### src/rtl/alu_8bit_seq_if.sv
// Request/response bundle for the sequential 8-bit ALU: operands and opcode in,
// registered result and flags out, each direction with its own valid/ready pair.
interface alu_8bit_seq_if;
    logic       in_valid;
    logic       in_ready;
    logic [2:0] op;
    logic [7:0] a;
    logic [7:0] b;
    logic       out_valid;
    logic       out_ready;
    logic [7:0] result;
    logic       carry;
    logic       zero;

    modport slave (
        input  in_valid, op, a, b, out_ready,
        output in_ready, out_valid, result, carry, zero
    );

    modport master (
        output in_valid, op, a, b, out_ready,
        input  in_ready, out_valid, result, carry, zero
    );
endinterface

### src/rtl/alu_8bit_seq.sv
// Sequential 8-bit ALU: logic/add/sub/shift in 1 cycle, shift-add MUL in 9 edges.
// One op in flight; in_ready drops until the result is taken, and results hold while out_ready is low.
module and_8bit (
    input  logic [7:0] x,
    input  logic [7:0] y,
    output logic [7:0] z
);
    assign z = x & y;
endmodule

module alu_8bit_seq (
    input  logic         clk,
    input  logic         rst,
    alu_8bit_seq_if.slave bus
);
    typedef enum logic [1:0] {IDLE, EXEC, DONE} state_t;

    localparam logic [2:0] OP_AND = 3'b000;
    localparam logic [2:0] OP_OR  = 3'b001;
    localparam logic [2:0] OP_XOR = 3'b010;
    localparam logic [2:0] OP_ADD = 3'b011;
    localparam logic [2:0] OP_SUB = 3'b100;
    localparam logic [2:0] OP_MUL = 3'b101;
    localparam logic [2:0] OP_SHL = 3'b110;
    localparam logic [2:0] OP_SHR = 3'b111;

    state_t      state;
    state_t      state_nx;
    logic        accept;
    logic [7:0]  a_q;
    logic [7:0]  b_q;
    logic [15:0] product;
    logic [2:0]  iter;
    logic [7:0]  res_q;
    logic        carry_q;
    logic        zero_q;

    logic [7:0]  and_res;
    logic [8:0]  sum9;
    logic [7:0]  alu_res;
    logic        alu_c;
    logic [15:0] partial;
    logic [15:0] prod_nx;

    assign bus.in_ready  = (state == IDLE) && !rst;
    assign bus.out_valid = (state == DONE);
    assign bus.result    = res_q;
    assign bus.carry     = carry_q;
    assign bus.zero      = zero_q;
    assign accept        = bus.in_valid && bus.in_ready;

    and_8bit u_and (
        .x(bus.a),
        .y(bus.b),
        .z(and_res)
    );

    assign sum9 = {1'b0, bus.a} + {1'b0, bus.b};

    // Single-cycle ops work straight off the request inputs so the result lands on the accept edge.
    always_comb begin
        alu_res = 8'h00;
        alu_c   = 1'b0;
        case (bus.op)
            OP_AND: alu_res = and_res;
            OP_OR:  alu_res = bus.a | bus.b;
            OP_XOR: alu_res = bus.a ^ bus.b;
            OP_ADD: begin
                alu_res = sum9[7:0];
                alu_c   = sum9[8];
            end
            OP_SUB: begin
                alu_res = bus.a - bus.b;
                alu_c   = (bus.a < bus.b);
            end
            OP_SHL: begin
                alu_res = {bus.a[6:0], 1'b0};
                alu_c   = bus.a[7];
            end
            OP_SHR: begin
                alu_res = {1'b0, bus.a[7:1]};
                alu_c   = bus.a[0];
            end
            default: begin
                alu_res = 8'h00;
                alu_c   = 1'b0;
            end
        endcase
    end

    assign partial = b_q[iter] ? ({8'h00, a_q} << iter) : 16'h0000;
    assign prod_nx = product + partial;

    always_comb begin
        state_nx = state;
        case (state)
            IDLE: if (accept) state_nx = (bus.op == OP_MUL) ? EXEC : DONE;
            EXEC: if (iter == 3'd7) state_nx = DONE;
            DONE: if (bus.out_ready) state_nx = IDLE;
            default: state_nx = IDLE;
        endcase
    end

    always_ff @(posedge clk) begin
        if (rst) state <= IDLE;
        else     state <= state_nx;
    end

    always_ff @(posedge clk) begin
        if (rst) begin
            a_q     <= 8'h00;
            b_q     <= 8'h00;
            product <= 16'h0000;
            iter    <= 3'd0;
            res_q   <= 8'h00;
            carry_q <= 1'b0;
            zero_q  <= 1'b0;
        end else begin
            case (state)
                IDLE: begin
                    if (accept) begin
                        if (bus.op == OP_MUL) begin
                            a_q     <= bus.a;
                            b_q     <= bus.b;
                            product <= 16'h0000;
                            iter    <= 3'd0;
                        end else begin
                            res_q   <= alu_res;
                            carry_q <= alu_c;
                            zero_q  <= (alu_res == 8'h00);
                        end
                    end
                end
                EXEC: begin
                    product <= prod_nx;
                    iter    <= iter + 3'd1;
                    // Publish only on the last partial product so outputs never show a half-built value.
                    if (iter == 3'd7) begin
                        res_q   <= prod_nx[7:0];
                        carry_q <= |prod_nx[15:8];
                        zero_q  <= (prod_nx[7:0] == 8'h00);
                    end
                end
                default: ;
            endcase
        end
    end
endmodule

### src/flat_wrapper.sv
// flat-port wrapper written by rule: the top's interface ports become plain ports
module alu_8bit_seq_flat 
  (clk, rst, bus_in_valid, bus_op, bus_a, bus_b, bus_out_ready, bus_in_ready, bus_out_valid, bus_result, bus_carry, bus_zero);
  alu_8bit_seq_if bus_i ();
  input  logic clk;
  input  logic rst;
  input wire logic [$bits(bus_i.in_valid)-1:0] bus_in_valid;
  input wire logic [$bits(bus_i.op)-1:0] bus_op;
  input wire logic [$bits(bus_i.a)-1:0] bus_a;
  input wire logic [$bits(bus_i.b)-1:0] bus_b;
  input wire logic [$bits(bus_i.out_ready)-1:0] bus_out_ready;
  output wire logic [$bits(bus_i.in_ready)-1:0] bus_in_ready;
  output wire logic [$bits(bus_i.out_valid)-1:0] bus_out_valid;
  output wire logic [$bits(bus_i.result)-1:0] bus_result;
  output wire logic [$bits(bus_i.carry)-1:0] bus_carry;
  output wire logic [$bits(bus_i.zero)-1:0] bus_zero;
  assign bus_i.in_valid = bus_in_valid;
  assign bus_i.op = bus_op;
  assign bus_i.a = bus_a;
  assign bus_i.b = bus_b;
  assign bus_i.out_ready = bus_out_ready;
  assign bus_in_ready = bus_i.in_ready;
  assign bus_out_valid = bus_i.out_valid;
  assign bus_result = bus_i.result;
  assign bus_carry = bus_i.carry;
  assign bus_zero = bus_i.zero;
  alu_8bit_seq u_core (.clk(clk), .rst(rst), .bus(bus_i));
endmodule
### config.mk
export PLATFORM = sky130hd
export DESIGN_NAME = alu_8bit_seq_flat
export DESIGN_NICKNAME = d
export VERILOG_FILES = /design/src/rtl/alu_8bit_seq_if.sv /design/src/rtl/alu_8bit_seq.sv /design/src/flat_wrapper.sv
export SDC_FILE = /design/constraint.sdc
export NUM_CORES = 1
export LEC_CHECK = 0
export ABC_AREA = 1
export CORE_MARGIN = 3
export CORE_UTILIZATION = 42
export CTS_CLUSTER_DIAMETER = 40
export DETAILED_ROUTE_END_ITERATION = 8
export GPL_TIMING_DRIVEN = 0
export PLACE_DENSITY_LB_ADDON = 0.15
export SLEW_MARGIN = 20
export SYNTH_ARGS = -nofsm -noshare
export SYNTH_HDL_FRONTEND = slang
export SYNTH_SLANG_ARGS = --single-unit
### constraint.sdc
create_clock -name clk -period 6.8 [get_ports clk]
set_input_delay 0.68 -clock clk [delete_from_list [all_inputs] [get_ports clk]]
set_output_delay 0.68 -clock clk [all_outputs]
set_load 0.005 [all_outputs]
* After elaboration in Yosys (flattened, before gate mapping)
Cells that the tools add are included.
Widths: inputs -> output; s select.
** Word-level totals
- Register bits after elaboration :: 47
- Input port bits :: 23
- Logic and storage cells :: 74
** Operators by class
- Add/sub/neg operators :: 4
- Magnitude comparators :: 2
- Eq/ne operators :: 15
- Shift-type cells :: 1
- Muxes and demuxes :: 28
- Bitwise operators :: 3
- Reductions and logical operators :: 13
** Operators by type and width (number)
- $pmux 8 s7 :: 1
- $mux 16 :: 3
- $pmux 16 s2 :: 1
- $mux 8 :: 3
- $add 16x16->16 :: 1
- $logic_not 8->1 :: 2
- $pmux 8 s2 :: 1
- $shl 8x3->16 :: 1
- $eq 3x3->1 const B :: 5
- $add 8x8->9 :: 1
- $reduce_and 3->1 :: 3
- $and 8x8->8 :: 1
- $lt 8x8->1 :: 1
- $mux 2 :: 4
- $or 8x8->8 :: 1
- $reduce_or 8->1 :: 1
- $sub 8x8->8 :: 1
- $xor 8x8->8 :: 1
- $mux 1 :: 7
- $eq 3x2->1 const B :: 2
- $mux 3 :: 2
- $ne 2x2->1 const B :: 3
- $pmux 2 s3 :: 1
- $pmux 3 s2 :: 1
- other kinds (15) :: 18

* Logic depth before layout (Yosys ltp)
- Word-level depth :: 7
- Mapped depth :: 24
- Gate-level depth less buffers :: 23

* Hierarchy
Synthesis repeated with hierarchy kept, for this count alone.
** Unflattened totals
- Cells, all modules :: 772
- Area total of the unflattened synthesis :: 4521.8 sq um
** By module, submodules not included
- alu_8bit_seq :: instances 1, cells each 756, area each 4461.8 sq um
- and_8bit :: instances 1, cells each 16, area each 60.1 sq um

* Worst setup path before layout
No wires, ideal clock.
- Path kind :: flip-flop to flip-flop
- From :: reg u_core.iter[0]
- To :: reg u_core.carry_q, in the netlist u_core.bus.carry
- Arrival :: 2.545 ns
- Data required time :: 6.691 ns
- Path slack :: 4.146 ns
- Cell stages (with the launch flop) :: 21
- Path buffers :: 1
- Path through :: dfxtp_1 buf_2 clkinv_1 o21ai_0 o22ai_1 nand2_1 nor3_1 ha_1 fa_1 nand3_1 nand3_1 nand3_1 nand3_1 nand2_1 nand2_1 nor2_1 nand3_1 nand2_1 nand3_1 nand2_1 inv_1
** Between the ends
- Longest elaborated chain between the ends :: 7
- Elaborated cells between the ends (all ways) :: 11
** Ends and longest elaborated chain
- start, declared :: RTL line alu_8bit_seq.sv:33 : logic [2:0] iter;
- start signal, assigned :: RTL line alu_8bit_seq.sv:136 : iter <= iter + 3'd1;
- $bmux 1 s3 :: RTL line alu_8bit_seq.sv:91 : assign partial = b_q[iter] ? ({8'h00, a_q} << iter) : 16'h0000;
- $mux 1 (implied by the code) :: RTL line alu_8bit_seq.sv:91
- $mux 16 :: RTL line alu_8bit_seq.sv:91
- $add 16x16->16 :: RTL line alu_8bit_seq.sv:92 : assign prod_nx = product + partial;
- $reduce_or 8->1 :: RTL line alu_8bit_seq.sv:140 : carry_q <= |prod_nx[15:8];
- $mux 1 :: RTL line alu_8bit_seq.sv:138 : if (iter == 3'd7) begin
- $pmux 1 s2 :: RTL line alu_8bit_seq.sv:119 : case (state)
- end signal, assigned :: RTL line alu_8bit_seq.sv:129 : carry_q <= alu_c;
- end signal, assigned :: RTL line alu_8bit_seq.sv:140
- end, declared :: RTL line alu_8bit_seq.sv:35 : logic carry_q;
Several ways; a longest one is shown, not always the timed one. The select of a mux whose other input is x is not followed.
A chain may end at the register's enable or synchronous reset.

* Final worst setup path
Ends and elaborated chain as after synthesis.

==> impl_metrics.tcl <==
set metrics [dict create \
    hp-start "u_core.product[8]" \
    fin_skew_ns 0.0175 \
    row_count 36 \
    area_delta_synth_final_pct 14.1 \
    fmax_mhz 285 \
    power_density_nw_per_um2 148 \
    cts_buffer_depth 2 \
    avgSynthCellArea_sq_um 6.15 \
    synth_cell_types 39 \
    synth_ff_type "dfxtp_1" \
    post-route-period-util_pct 51.5 \
    status "complete, no violations" \
    worst_slack_ns 3.30 \
    yosys-top-cells-area "dfxtp_1 (21%), nand2_1 (16%), ha_1 (12%)" \
    cts_resized 0 \
    syn_area_sq_um 4400 \
    cts_root_buffer "clkbuf_8" \
    relSlewSlack_pct 63.3 \
    hpwl_mm 10.6 \
    finalSetupTns_ns 0 \
    routed-via-count 4594 \
    rsz0062_at_grt "false" \
    ys_warn_count 0 \
    ios 35 \
    synth_area_leader_cell "dfxtp_1" \
    die_area_sq_um 11700 \
    power.leakage_nw 2.42 \
    die_w_um 108 \
    syn-num-nets 782 \
    cts.clk_slew.worst_paths_ns 0.11 \
    reg2reg_depth 21 \
    grt_antenna_before_repair 0 \
    grtUsageMet3_pct 2.45 \
    crit_required_ns 7.03 \
    grt_pass1_wl_mm 21.2 \
    grt_start_max_net_pins 17 \
    tightest_slew_ns 0.549 \
    coreArea_sq_um 9950 \
    synth-adder-area-share_pct 13.0 \
    n_antenna_cell 0 \
    worst_hold_slack_ns 0.476 \
    first_iter_violations 317 \
    worstSetupEndpointType "flop" \
    critPathMaxFanout 10 \
    post-cts-setup-buffers 0 \
    port-buffer-count 34 \
    hold_class "flop to flop" \
    synth_most_common_cell "nand2_1" \
    seq_area_frac_synth_pct 21.4 \
    clock_latency_ns 0.31 \
    setup_viol 0 \
    ant_nets 0 \
    initial_core_util_pct 44.2 \
    cts_buffers 5 \
    path_class "flop to flop" \
    drive_gt1_share_pct 7.53 \
    setup.worst_path.start_class "flop" \
    synth_xor_area_share_pct 1.39 \
    routed_wl_mm 12.9 \
    drv_slew 0 \
    postCtsHoldBufs 0 \
    gp_congestion 0.915 \
    yosys.area.top_type_share_pct 21.4 \
    nets 823 \
    synth_compound_area_share_pct 17.8 \
    place_ws_ns 3.34 \
    r2r_start "u_core.iter[0]" \
    netlist_instances 715 \
    synth.area.mux_share_pct 0.455 \
    cts_sinks 47 \
    cts-htree-levels 2 \
    firstDrtPassIters 7 \
    cp.arrival_ns 3.73 \
    met2_usage_pct 38.6 \
    hold_depth 2 \
    grt-ovfl-total 0 \
    fp.dieH_um 108 \
    synth_top_family_by_area "simple AND/OR/NAND/NOR gates" \
    viasPerCell 5.16 \
    grt_pass1_vias 4288 \
    synth_edf_count 0 \
    maxCapViolations 0 \
    period_needed_ns 3.50 \
    grtUsageTotal_pct 22.8 \
    grt.busiest_layer "met2" \
    worst_ir_drop_vdd_uv 126 \
    synth_common_cells "nand2_1 (185), inv_1 (86), nor2_1 (75), nand3_1 (56), dfxtp_1 (47)" \
    wl_per_cell_um 14.5 \
    synthArstFlopShare_pct 0 \
    cts_tree "done" \
    finalHoldViolCount 0 \
    ys_ff_latch 47 \
    grt_use_met1_pct 31.3 \
    synthSimpleGateAreaFrac_pct 34.8 \
    startpoint "u_core.iter[0]" \
    final_util_pct 50.4 \
    drc_errors 0 \
]
-- flip-flops by register name, summed over array words and instances (netlist names) --
register	count
u_core.a_q	8
u_core.b_q	8
u_core.bus.carry	1
u_core.bus.result	8
u_core.bus.zero	1
u_core.iter	3
u_core.product	16
u_core.state	2
-- path summary, 6_finish.rpt --
kind                                           to  slack [ns]
worst max-delay path             u_core.bus.carry        3.30
worst min-delay path            u_core.product[8]        0.48
worst max register to register   u_core.bus.carry        3.30
worst min register to register  u_core.product[8]        0.48
-- cell usage in the layout (no fill, tap or decap), types with 10 or more instances in the layout --
cell type / Yosys / layout
o21ai_1: 23 / 23
o21ai_0: 35 / 35
nand2_1: 185 / 185
nor2_1: 75 / 75
nor3_1: 11 / 11
a21oi_1: 43 / 43
a21oi_2: 10 / 10
inv_2: 11 / 11
nand3_1: 56 / 56
a31oi_1: 10 / 10
clkdlybuf4s50_1: 0 / 34
ha_1: 41 / 41
clkbuf_1: 11 / 11
inv_1: 86 / 86
dfxtp_1: 47 / 47
-- where the power goes --
group	total, mW	switching (mW)	leakage [nW]	internal, mW
clock	0.214	0.103	0.0548	0.111
sequential	0.304	0.0111	0.381	0.293
combinational	0.226	0.134	1.99	0.0925
-- cell type report --
| class | instances | area, sq um |
|---|---|---|
| Buffer | 20 | 110 |
| Clock buffer | 5 | 68.8 |
| Tap cell | 133 | 166 |
| Sequential cell | 47 | 941 |
| Timing Repair Buffer | 34 | 340 |
| Clock inverter | 3 | 46.3 |
| Fill cell | 1056 | 4940 |
| Multi-Input combinational cell | 547 | 2970 |
| Inverter | 101 | 379 |
-- metal layers --
layer,up-vias,part of all wire [%]
li1,2406,-
met1,2046,47
met2,128,46
met3,14,5.2
met4,0,1.7
met5,-,0
-- cell families (layout without fill, tap and decap cells) --
group,count (synthesis),after routing
and+or+nand+nor,355,355
AOI/OAI and AO/OA,139,139
buffers and inverters,121,163
DFF,47,47
adders and majority gates,44,44
xor gates and xnor gates,7,7
muxes,2,2
-- per-stage QoR --
stage               power, mW  cells  instance area, sq um
floorplan               0.446    715                  4400
global placement        0.532    882                  4900
detailed placement      0.535    882                  4900
CTS                     0.748    890                  5020
global route            0.789    890                  5020
finish                  0.745    890                  5020
-- critical path, stage by stage, from the launching register on --
cell      delay [ns]
dfxtp_1         0.35
buf_2           0.21
clkbuf_1        0.42
nor2_1          0.08
o22ai_1         0.22
nand2_1         0.17
nor3_1          0.26
ha_1            0.30
fa_1            0.28
nand3_1         0.10
nand3_1         0.17
nand2_1         0.10
nand2_1         0.08
nand2_1         0.07
nand2_1         0.06
nand2_1         0.07
nor2_1          0.08
nand3_1         0.12
nand2_1         0.09
nand3_1         0.09
nand2_1         0.07
inv_1           0.03
(Power assumes the default switching activity.)
